$ cat src/rtl/timer_ctrl_pkg.sv
//------------------------------------------------------------------------------
// Module      : timer_ctrl_pkg
// Description : Shared definitions for the timer_ctrl compare/interrupt
//               scheduler: command opcodes, channel state, default width.
// Revision    : 1.0 - initial release
//------------------------------------------------------------------------------
`default_nettype none

package timer_ctrl_pkg;

   // Default counter/deadline width; matches the free-running timer count.
   localparam int CW_DEFAULT = 32;

   // Configuration command opcodes carried on cfg_op.
   localparam logic [1:0] OP_ARM_ONESHOT  = 2'b00;
   localparam logic [1:0] OP_ARM_PERIODIC = 2'b01;
   localparam logic [1:0] OP_DISARM       = 2'b10;
   localparam logic [1:0] OP_CLEAR_PEND   = 2'b11;

   // Per-channel scheduling state.
   typedef enum logic [0:0] {
      CH_IDLE  = 1'b0,
      CH_ARMED = 1'b1
   } ch_state_e;

endpackage : timer_ctrl_pkg

`default_nettype wire

$ cat src/rtl/timer_ctrl_cmp.sv
//------------------------------------------------------------------------------
// Module      : timer_ctrl_cmp
// Description : Shared expiry comparator. A deadline has expired when the
//               wrap-safe signed difference (count - deadline) is >= 0. Also
//               produces the next periodic deadline (old deadline + period)
//               so periodic channels never accumulate drift.
// Revision    : 1.0 - initial release
//------------------------------------------------------------------------------
`default_nettype none

module timer_ctrl_cmp #(
   parameter int CW = 32
) (
   input  logic [CW-1:0] i_count,
   input  logic [CW-1:0] i_deadline,
   input  logic [CW-1:0] i_period,
   output logic          o_expired,
   output logic [CW-1:0] o_next_deadline
);

   logic [CW-1:0] w_diff;

   // Modular difference; its sign bit tells whether count is past deadline.
   assign w_diff          = i_count - i_deadline;
   assign o_expired       = ~w_diff[CW-1];
   assign o_next_deadline = i_deadline + i_period;

endmodule : timer_ctrl_cmp

`default_nettype wire

$ cat src/rtl/timer_ctrl.sv
//------------------------------------------------------------------------------
// Module      : timer_ctrl
// Description : Multi-channel compare/interrupt scheduler. Holds NCH armed
//               deadlines (one-shot or periodic) against the free-running
//               timer count and raises sticky per-channel pending flags. One
//               comparator is shared by a round-robin scan pointer.
// Options     : TIMER_CTRL_OVERRUN_EN - adds the overrun[NCH] output, set
//               when a channel expires while still pending, cleared by
//               CLEAR_PEND.
// Revision    : 1.0 - initial release
//------------------------------------------------------------------------------
`default_nettype none

module timer_ctrl
   import timer_ctrl_pkg::*;
#(
   parameter int NCH = 4,
   parameter int CW  = CW_DEFAULT
) (
   input  logic                     clk,
   input  logic                     reset,
   input  logic [CW-1:0]            count,
   input  logic                     cfg_valid,
   output logic                     cfg_ready,
   input  logic [$clog2(NCH)-1:0]   cfg_ch,
   input  logic [1:0]               cfg_op,
   input  logic [CW-1:0]            cfg_data,
   output logic [NCH-1:0]           ch_active,
   output logic [NCH-1:0]           irq_pending,
   output logic                     irq
`ifdef TIMER_CTRL_OVERRUN_EN
   ,
   output logic [NCH-1:0]           overrun
`endif
);

   localparam int             PW         = $clog2(NCH);
   // ARM deltas are limited to half the counter range so the signed compare
   // stays unambiguous.
   localparam logic [CW-1:0]  DELTA_MASK = {1'b0, {(CW-1){1'b1}}};
   localparam logic [CW-1:0]  DELTA_MIN  = {{(CW-1){1'b0}}, 1'b1};
   localparam logic [PW-1:0]  PTR_LAST   = PW'(NCH - 1);
   localparam logic [PW:0]    NCH_EXT    = (PW + 1)'(NCH);

   // Channel storage
   ch_state_e       r_state    [NCH];
   logic [CW-1:0]   r_deadline [NCH];
   logic [CW-1:0]   r_period   [NCH];
   logic [NCH-1:0]  r_periodic;
   logic [NCH-1:0]  r_pending;
   logic [PW-1:0]   r_ptr;
   logic            r_irq;

   // Command path
   logic            w_accept;
   logic            w_ch_ok;
   logic            w_cmd;
   logic            w_is_arm;
   logic [CW-1:0]   w_delta_masked;
   logic [CW-1:0]   w_delta;
   logic [CW-1:0]   w_arm_deadline;

   // Scan path
   logic            w_collide;
   logic            w_expired;
   logic            w_scan_fire;
   logic [CW-1:0]   w_next_deadline;
   logic [PW-1:0]   w_ptr_next;

   assign cfg_ready      = ~reset;
   assign w_accept       = cfg_valid & cfg_ready;
   // Channel numbers beyond NCH-1 (non power-of-two NCH) are accepted but ignored.
   assign w_ch_ok        = ({1'b0, cfg_ch} < NCH_EXT);
   assign w_cmd          = w_accept & w_ch_ok;
   assign w_is_arm       = (cfg_op == OP_ARM_ONESHOT) | (cfg_op == OP_ARM_PERIODIC);

   assign w_delta_masked = cfg_data & DELTA_MASK;
   assign w_delta        = (w_delta_masked == '0) ? DELTA_MIN : w_delta_masked;
   assign w_arm_deadline = count + w_delta;

   // A command on the channel under the scan pointer wins; that channel is
   // simply re-examined on the next round.
   assign w_collide      = w_cmd & (cfg_ch == r_ptr);
   assign w_ptr_next     = (r_ptr == PTR_LAST) ? '0 : r_ptr + 1'b1;

   timer_ctrl_cmp #(
      .CW (CW)
   ) u_cmp (
      .i_count         (count),
      .i_deadline      (r_deadline[r_ptr]),
      .i_period        (r_period[r_ptr]),
      .o_expired       (w_expired),
      .o_next_deadline (w_next_deadline)
   );

   assign w_scan_fire = (r_state[r_ptr] == CH_ARMED) & w_expired & ~w_collide;

   // Scan pointer, per-channel state, command application and registered irq
   always_ff @(posedge clk) begin
      if (reset) begin
         r_ptr      <= '0;
         r_irq      <= 1'b0;
         r_periodic <= '0;
         r_pending  <= '0;
         for (int i = 0; i < NCH; i++) begin
            r_state[i]    <= CH_IDLE;
            r_deadline[i] <= '0;
            r_period[i]   <= '0;
         end
      end else begin
         r_ptr <= w_ptr_next;
         r_irq <= |r_pending;

         if (w_scan_fire) begin
            r_pending[r_ptr] <= 1'b1;
            if (r_periodic[r_ptr]) begin
               r_deadline[r_ptr] <= w_next_deadline;
            end else begin
               r_state[r_ptr] <= CH_IDLE;
            end
         end

         if (w_cmd) begin
            if (w_is_arm) begin
               r_state[cfg_ch]    <= CH_ARMED;
               r_deadline[cfg_ch] <= w_arm_deadline;
               r_period[cfg_ch]   <= w_delta;
               r_periodic[cfg_ch] <= (cfg_op == OP_ARM_PERIODIC);
            end else if (cfg_op == OP_DISARM) begin
               r_state[cfg_ch] <= CH_IDLE;
            end else begin
               r_pending[cfg_ch] <= 1'b0;
            end
         end
      end
   end

   // Expose the ARMED state of every channel
   always_comb begin
      ch_active = '0;
      for (int i = 0; i < NCH; i++) begin
         ch_active[i] = (r_state[i] == CH_ARMED);
      end
   end

   assign irq_pending = r_pending;
   assign irq         = r_irq;

`ifdef TIMER_CTRL_OVERRUN_EN
   logic [NCH-1:0] r_overrun;

   // Flag expiries that land on a channel whose previous expiry is unserviced
   always_ff @(posedge clk) begin
      if (reset) begin
         r_overrun <= '0;
      end else begin
         if (w_scan_fire && r_pending[r_ptr]) begin
            r_overrun[r_ptr] <= 1'b1;
         end
         if (w_cmd && (cfg_op == OP_CLEAR_PEND)) begin
            r_overrun[cfg_ch] <= 1'b0;
         end
      end
   end

   assign overrun = r_overrun;
`endif

endmodule : timer_ctrl

`default_nettype wire
$ cat config.mk
export PLATFORM = sky130hd
export DESIGN_NAME = timer_ctrl
export DESIGN_NICKNAME = d
export VERILOG_FILES = /design/src/rtl/timer_ctrl_pkg.sv /design/src/rtl/timer_ctrl_cmp.sv /design/src/rtl/timer_ctrl.sv
export SDC_FILE = /design/constraint.sdc
export NUM_CORES = 1
export LEC_CHECK = 0
export CAP_MARGIN = 30
export CORE_ASPECT_RATIO = 1.1
export CORE_MARGIN = 2
export CORE_UTILIZATION = 40
export DETAILED_ROUTE_END_ITERATION = 8
export PLACE_DENSITY = 0.57
export SETUP_SLACK_MARGIN = 0.5
export SYNTH_ARGS = -nofsm -noshare
export SYNTH_HDL_FRONTEND = slang
export SYNTH_SLANG_ARGS = --single-unit
$ cat constraint.sdc
create_clock -name clk -period 6.02 [get_ports clk]
set_input_delay 1.204 -clock clk [delete_from_list [all_inputs] [get_ports clk]]
set_output_delay 1.204 -clock clk [all_outputs]
set_load 0.02 [all_outputs]
[After elaboration in Yosys (flattened, before gate mapping)]
Memory sizes are Yosys's and may differ from the RTL's. A register that Yosys moved wholly into a read port is not among the register bits.
Index checks and enable logic that the tools add are counted.
Operators by class
  equal/unequal tests: 4
  $lt $le $gt $ge: 4
  mux-type cells: 51
  bitwise logic cells: 12
  reductions and logical operators: 12
  add/sub/neg operators: 4
Operators by type and width (number)
  32-bit 2-to-1 mux: 2
  32-bit OR reduction: 2
  31-bit 2-to-1 mux: 2
  32-bit by 31-bit adder with 32-bit output: 1
  32-bit adder: 1
  32-bit logical NOT: 1
  32-bit subtractor: 1
  31-bit OR reduction: 1
  1-bit 2-to-1 mux: 30
  4-bit 2-to-1 mux: 5
  2-bit 2-to-1 mux: 8
  2-bit by 3-bit < comparator with 1-bit output (second input constant): 2
  1-bit bitwise AND: 4
  4-bit bitwise AND: 1
  4-bit bitwise mux: 1
  1-bit demux with 2-bit select: 2
  2-bit equality test (second input constant): 2
  2-bit by 1-bit greater-or-equal comparator with 1-bit output (second input constant): 2
  4-bit inverter: 1
  4-bit bitwise OR: 1
  4-bit OR reduction: 1
  1-bit inverter: 3
  2-bit by 1-bit adder with 2-bit output (second input constant): 1
  1-bit binary-select mux with 2-bit select: 1
  other kinds (8): 11
Storage, ports and cells
  memories kept: 3
  bits in writable memories: 256
  register bits: 11
  output and inout bits: 10
  input port bits: 71
  logic and storage cells: 94
Memory list
  r_deadline: words 4, bits a word 32, rd ports 1, clocked after memory_dff 1, write ports 4, RTL line timer_ctrl.sv:47  | logic [CW-1:0] r_deadline [NCH];
  r_period: words 4, bits a word 31, rd ports 1, clocked after memory_dff 1, write ports 4, RTL line timer_ctrl.sv:48  | logic [CW-1:0] r_period [NCH];
  r_state: words 4, bits a word 1, rd ports 5, clocked after memory_dff 1, write ports 4, RTL line timer_ctrl.sv:46  | ch_state_e r_state [NCH];

[Longest topological paths before layout]
Gate-level depths: netlist of the first run.
  depth in word-level cells: 11
  mapped depth: 18
  gate-level depth less buffers: 16

[Hierarchy]
From an unflattened synthesis of the first run, not the netlist that was laid out.
Second synthesis, totals
  cell total of the unflattened synthesis: 1496
  area, all modules: 16652.2 um2
By module, submodules not included
  timer_ctrl: area each 13993.4 um2, cells each 1108, times used 1, seq. area each 7907.6 um2
  timer_ctrl_cmp: area each 2658.8 um2, cells each 388, times used 1, seq. area each 0.0 um2

[Worst setup path before layout of the first run]
Ideal clock, no wire load.
  path kind: reg2reg
  from: register r_ptr[0]
  to: memory r_deadline[0][0] (enable)
  setup time: 0.395 ns
  stages on the path, launching flop included: 17
  path buffers: 4
  arrival time: 5.272 ns
  data required time: 5.625 ns
  path slack: 0.354 ns
  period minus slack after synthesis: 5.666 ns
  cells stage by stage: dfxtp_1 -> buf_6 -> clkbuf_1 -> buf_1 -> mux4_2 -> inv_1 -> ha_1 -> a21o_1 -> a211o_1 -> o221ai_1 -> o211ai_1 -> or3b_1 -> a21oi_4 -> nand3_2 -> or3_1 -> clkbuf_1 -> nand3_1
RTL lines
  from (decl): RTL line timer_ctrl.sv:51  | logic [PW-1:0] r_ptr;
  from (signal assigned): RTL line timer_ctrl.sv:111  | r_ptr <= w_ptr_next;
  to (decl): RTL line timer_ctrl.sv:47

==> results of run 1 <==
logic make-up after synthesis:
group                    Yosys count
AO/OA/AOI/OAI                    339
XOR/XNOR                          57
multiplexers                      66
buffers and inverters            153
flip-flops                       267
adder cells (fa/ha/maj)           98
AND/OR/NAND/NOR                  335
critical path, cell delays in order:
cell	delay [ps]
clkdlybuf4s50_1	630
nor4_1	80
nand4_1	90
buf_4	160
nor2_1	50
nor2_1	120
inv_1	60
ha_1	200
fa_1	400
a211oi_1	350
o211ai_1	220
a31oi_1	370
a21oi_1	140
buf_4	170
a21oi_1	350
o31ai_1	150
buf_4	160
buf_4	130
a311oi_1	290
buf_4	190
o22ai_1	70
cells in the final DEF (no fill, tap or decap), types with 9 or more instances in the layout:
cell type,netlist,layout
dfxtp_1,11,9
o21bai_1,13,13
o21a_1,9,9
nand4_1,11,11
o21ai_0,47,47
clkdlybuf4s50_1,0,79
a21oi_1,75,75
inv_1,54,54
mux4_2,65,65
nand3_1,20,17
a22o_1,10,10
buf_4,5,73
clkbuf_1,76,9
a21o_1,21,21
or3_1,19,19
nor3_1,10,10
xnor2_1,24,24
ha_1,96,96
xor2_1,33,33
nor4_1,16,16
edfxtp_1,256,256
clkbuf_16,0,31
o22ai_2,10,10
nor2b_1,9,9
and2_1,123,123
o22ai_1,96,96
nor2_1,41,40
nand2_1,52,52
a211oi_1,14,14
sequential cells by signal, indices dropped and copies added, names as in the netlist:
| register | count |
|---|---|
| irq_pending | 4 |
| r_ptr | 2 |
| r_period | 124 |
| r_state | 4 |
| r_periodic | 4 |
| r_deadline | 128 |
| irq | 1 |
layer usage:
| metal | share of wire, % | wire length, um |
|---|---|---|
| met2 | 48 | 22200 |
| met1 | 43 | 19900 |
| met4 | 3.7 | 1710 |
| met3 | 5.5 | 2570 |
| met5 | 0 | 0 |
final cells by class:
| type | instances | share of cell area [%] |
|---|---|---|
| clock buffer | 40 | 4.37 |
| multi-input combinational | 895 | 39.6 |
| sequential | 267 | 42.8 |
| timing repair buffer | 159 | 7.99 |
| clock inverter | 14 | 0.778 |
| tap | 507 | 3.43 |
| inverter | 54 | 1.10 |
cell usage after synthesis (10+ instances only):
master and instances:
dfxtp_1 11, a21o_1 21, nand2_1 52, a211oi_1 14
nand3_1 20, o22ai_2 10, o22ai_1 96, inv_1 54
o21ai_0 47, nor4_1 16, mux4_2 65, a22o_1 10
xnor2_1 24, nor2_1 41, a21oi_1 75, edfxtp_1 256
and2_1 123, xor2_1 33, nand4_1 11, clkbuf_1 76
nor3_1 10, or3_1 19, o21bai_1 13, ha_1 96
through the flow:
stage,instances,setup WS (ps),utilization (%)
2_1_floorplan,1315,746,-
3_3_place_gp,1882,176,44.9
3_5_place_dp,1882,217,44.9
4_1_cts,1936,775,47.3
5_1_grt,1936,548,47.3
6_report,1936,731,47.3
power breakdown:
part           internal (mW)  switching [mW]  total [mW]  leakage [nW]
combinational          0.607           0.899        1.51          3.73
sequential              2.14          0.0421        2.18          2.66
clock                   1.07           0.755        1.82         0.461
total                   3.81            1.70        5.51          6.85
final timing paths:
kind / start / to / depth (start not counted)
setup / recovery: cfg_data[26] / r_deadline[3][30] / 21
hold / removal: r_periodic[1] / r_periodic[1] / 2
setup reg to reg: r_ptr[0] / r_deadline[1][9] / 15
hold reg to reg: r_periodic[1] / r_periodic[1] / 2
==> results_dict.tcl, run 1 <==
set metrics [dict create \
    port_buffers 79 \
    syn_area_um2 15800 \
    synth_area_leaders "edfxtp_1, mux4_2, ha_1" \
    clock_sinks 267 \
    worst_slew_pin_slew_ps 901 \
    design_area_um2 18500 \
    end_kind "flop" \
    cp_max_fo 6 \
    synth_xor_area_share_pct 3.15 \
    yosysTopAreaCell "edfxtp_1" \
    cts_buffer_depth 3 \
    finalCritPeriodShare_pct 87.9 \
    antenna_found_initial 0 \
    drive_gt1_share_pct 14.9 \
    fin_nets 1577 \
    grtUsageMet3_pct 3.16 \
    core_um2 39100 \
    synth_nets 1484 \
    ios 81 \
    place_congestion 0.852 \
    vdd_drop_max_mv 0.201 \
    grt_pass1_vias 11600 \
    use_met2_pct 37.7 \
    period_minus_slack_ps 5290 \
    first_iter_violations 1101 \
    criticalPathCategory "input port to flop" \
    synth_simple_gate_area_share_pct 11.8 \
    initial_core_util_pct 40.5 \
    fmax_mhz 189 \
    place_area_um2 17600 \
    wl_per_cell_um 23.9 \
    hold_viol_final 0 \
    setup_total_negative_slack_ps 0 \
    yosysTopAreaCellShare_pct 48.5 \
    grt_start_max_net_pins 34 \
    syn_area_per_cell_um2 12.0 \
    htreeDepth 1 \
    viasPerCell 5.89 \
    grt_pass1_wl_um 70300 \
    clock_skew_ps 14.6 \
    yosys.area_share.adder_pct 7.83 \
    worstPathArrival_ps 5570 \
    seq_area_um2 7920 \
    rrSetupSlack_ps 940 \
    finalWirelength_um 46400 \
    post-cts-setup-buffer-count 0 \
    worstHoldPathType "flop to flop" \
    cts_tree "yes" \
    status "completed" \
    route.detailed.drc 0 \
    holdWs_ps 457 \
    die_h_um 213 \
    ys_ff_latch 267 \
    synthMuxAreaShare_pct 9.30 \
    synth_flop_cell "edfxtp_1" \
    nFillCells 3490 \
    yosysWarnings 0 \
    max-cap-violations 0 \
    setup_viol 0 \
    slew_viol_final 0 \
    cts_hold_buf 0 \
    yosysUniqueCellTypes 66 \
    clk_pin_slew_ps 60 \
    synth_edf_count 256 \
    grt_util_met1_pct 30.0 \
    synth_compound_area_share_pct 14.0 \
    synthArstFlopShare_pct 0 \
    via_count 11400 \
    power.density_nw_per_um2 298 \
    grt_setup_unrepaired "no" \
    power_mw 5.51 \
    start_kind "input port" \
    busiest_layer "met2" \
    cts_root_buf "clkbuf_16" \
    ant_nets 0 \
    die_w_um 194 \
    grt_overflow 0 \
    antenna_cells 0 \
    synth_top_family_by_area "compound AO/OA/AOI/OAI gates" \
    multi_input_area_um2 7320 \
    ys_seq_area_share_pct 49.9 \
    required_ps 6310 \
    hpwl_um 32100 \
    firstDrtPassIters 5 \
    max_slew_margin_pct 39.9 \
    numCtsBuffers 31 \
    syn_inst 1315 \
    clock_latency_ps 570 \
    cts_resized 0 \
    leakagePower_nw 6.85 \
    floorplan.die_area_um2 41200 \
    row_count 76 \
    syn_to_final_growth_pct 16.8 \
    grt.total_usage_pct 22.5 \
]
Note: power is estimated with default switching activity, not from simulation.
==> inputs of run 2 (changes only) <==
--- a/config.mk
+++ b/config.mk
@@ -8,9 +8,9 @@
 export CAP_MARGIN = 30
 export CORE_ASPECT_RATIO = 1.1
 export CORE_MARGIN = 2
-export CORE_UTILIZATION = 40
+export CORE_UTILIZATION = 24
 export DETAILED_ROUTE_END_ITERATION = 8
-export PLACE_DENSITY = 0.57
+export PLACE_DENSITY = 0.38
 export SETUP_SLACK_MARGIN = 0.5
 export SYNTH_ARGS = -nofsm -noshare
 export SYNTH_HDL_FRONTEND = slang
==> run 2 against run 1 <==
Against the previous run: flip-flop and latch count unchanged; largest cell class unchanged; die area up 65%; combinational power rose by 4%; fmax increased by 0.80%; first-iteration DRC count is 36% lower; utilization is 18 points lower; clock power barely moved; total power grew 1.2%; register-to-register slack better by 90 ps; non-clock buffer count rose by 17; critical path depth is 1 lower; largest power group unchanged.
==> results_dict.tcl, run 2 (same netlist as run 1, synthesis figures left out) <==
set metrics [dict create \
    reg.largest.list "r_deadline (128), r_period (124)" \
    route.detailed.drc 0 \
    cts_root_buf "clkbuf_16" \
    post-cts-setup-buffer-count 0 \
    place_congestion 0.788 \
    fin_nets 1594 \
    cp_max_fo 4 \
    hold_viol_final 0 \
    worst_slew_pin_slew_ps 772 \
    largest_register_ffs 128 \
    viasPerCell 4.95 \
    fmax_mhz 191 \
    clk_pin_slew_ps 60 \
    grt.total_usage_pct 15.8 \
    p_switching_mw 1.79 \
    finalWirelength_um 54600 \
    setup_total_negative_slack_ps 0 \
    syn_to_final_growth_pct 20.5 \
    htreeDepth 1 \
    combPwrFrac_pct 28.2 \
    antenna_found_initial 1 \
    status "completed" \
    leakagePower_nw 6.93 \
    intPower_mw 3.78 \
    cts_buffer_depth 3 \
    nFillCells 6564 \
    max_slew_margin_pct 48.5 \
    grt_setup_unrepaired "no" \
    worstPathArrival_ps 5550 \
    port_buffers 79 \
    max-cap-violations 0 \
    ios 81 \
    p_clk_share_pct 32.5 \
    floorplan.die_area_um2 68100 \
    p_sw_share_pct 32.1 \
    ant_nets 0 \
    firstDrtPassIters 5 \
    required_ps 6320 \
    setup_viol 0 \
    clock_skew_ps 14.4 \
    power.density_nw_per_um2 292 \
    final_cell_mix "edfxtp_1, and2_1, o22ai_1, ha_1, buf_4" \
    layout_commonest_cell "edfxtp_1" \
    worstHoldPathType "flop to flop" \
    start_kind "input port" \
    row_count 98 \
    slew_viol_final 0 \
    crit_chain "clkdlybuf4s50_1 -> nor4_1 -> nand4_1 -> nor2_1 -> nor2_1 -> inv_1 -> ha_1 -> fa_1 -> a211oi_1 -> o211ai_1 -> buf_4 -> a31oi_1 -> a21oi_1 -> buf_4 -> a21oi_2 -> o31ai_1 -> buf_4 -> a311oi_1 -> buf_4 -> o22ai_1" \
    grt_start_max_net_pins 35 \
    hpwl_um 37100 \
    criticalPathCategory "input port to flop" \
    grt_overflow 0 \
    slowest_stage "clkdlybuf4s50_1" \
    cts_tree "yes" \
    clock_latency_ps 580 \
    die_h_um 273 \
    design_area_um2 19100 \
    power_frac_seq_pct 39.2 \
    wl_per_cell_um 23.7 \
    drive_gt1_share_pct 16.2 \
    place_area_um2 18100 \
    via_count 11400 \
    core_um2 65100 \
    finalCritPeriodShare_pct 87.2 \
    clock_sinks 267 \
    end_kind "flop" \
    crit_top_cell "buf_4" \
    numCtsBuffers 31 \
    die_w_um 249 \
    grt_pass1_vias 11700 \
    vdd_drop_max_mv 0.204 \
    regMostFlops "r_deadline" \
    antenna_cells 0 \
    first_iter_violations 707 \
    initial_core_util_pct 24.3 \
    period_minus_slack_ps 5250 \
    max_stage_delay_ps 660 \
    grt_pass1_wl_um 79200 \
]
[run 2: changes by cell type in the layout (fill, tap and decap cells not counted), sizes merged]
cell	previous run	this run
inv	55	54
buf	80	97
bufinv	3	2
clkinv	9	13
[run 2: worst max-delay path, delay by kind of cell]
| kind | cells | cell delay [ps] |
|---|---|---|
| AOI/OAI and AO/OA | 8 | 1800 |
| buffers and inverters | 6 | 1410 |
| adders and majority gates | 2 | 610 |
| and+or+nand+nor | 4 | 510 |
[run 2: final timing paths]
path | startpoint | endpoint | slack, ps | depth (start not counted)
setup / recovery | cfg_data[14] | r_deadline[1][30] | 770 | 20
hold / removal | r_periodic[2] | r_periodic[2] | 460 | 2
setup reg to reg | r_ptr[0] | r_deadline[0][11] | 1030 | 14
hold reg to reg | r_periodic[2] | r_periodic[2] | 460 | 2
[run 2: power by group through the flow]
| stage | Sequential (mW) | Clock, mW | Combinational, mW |
|---|---|---|---|
| 6_report | 2.19 | 1.81 | 1.57 |
| 5_1_grt | 2.20 | 1.92 | 1.73 |
| 4_1_cts | 2.19 | 1.87 | 1.59 |
| 3_5_place_dp | 2.23 | 0 | 1.58 |
| 3_3_place_gp | 2.23 | 0 | 1.58 |
| 2_1_floorplan | 2.20 | 0 | 1.04 |
[run 2: what timing repair did]
item / CTS / global route
endpoints found under the hold margin: 0 / 0
hold buffers: 0 / 0
endpoints found under the setup margin: 0 / 4
resized for setup: 0 / 2
[run 2: area by class of cell]
type | count | area [um^2] | share of cell area, %
Clock buffer | 40 | 810 | 4.24
Clock inverter | 16 | 125 | 0.656
Inverter | 54 | 203 | 1.06
Multi-Input combinational cell | 895 | 7340 | 38.5
Sequential cell | 267 | 7920 | 41.5
Tap cell | 850 | 1060 | 5.57
Timing Repair Buffer | 176 | 1630 | 8.55
[run 2: layer usage]
metal | vias to the layer above | share of wire, % | GRT usage [%]
met3 | 64 | 3.7 | 1.48
met2 | 280 | 50 | 28.0
met5 | - | 0 | 0
met1 | 5733 | 44 | 20.6
met4 | 0 | 2.3 | 4.19
li1 | 5288 | - | -
[run 2: metrics by stage]
stage	setup WS [ps]	hold WS, ps	total power, mW	utilization [%]	cells
after floorplan	746	433	3.24	-	1315
after global placement	-47.5	441	3.81	27.9	2242
after detailed placement	-44.4	448	3.81	27.9	2242
after CTS	517	455	5.65	29.3	2298
after global routing	589	471	5.85	29.3	2298
final	773	455	5.57	29.3	2298
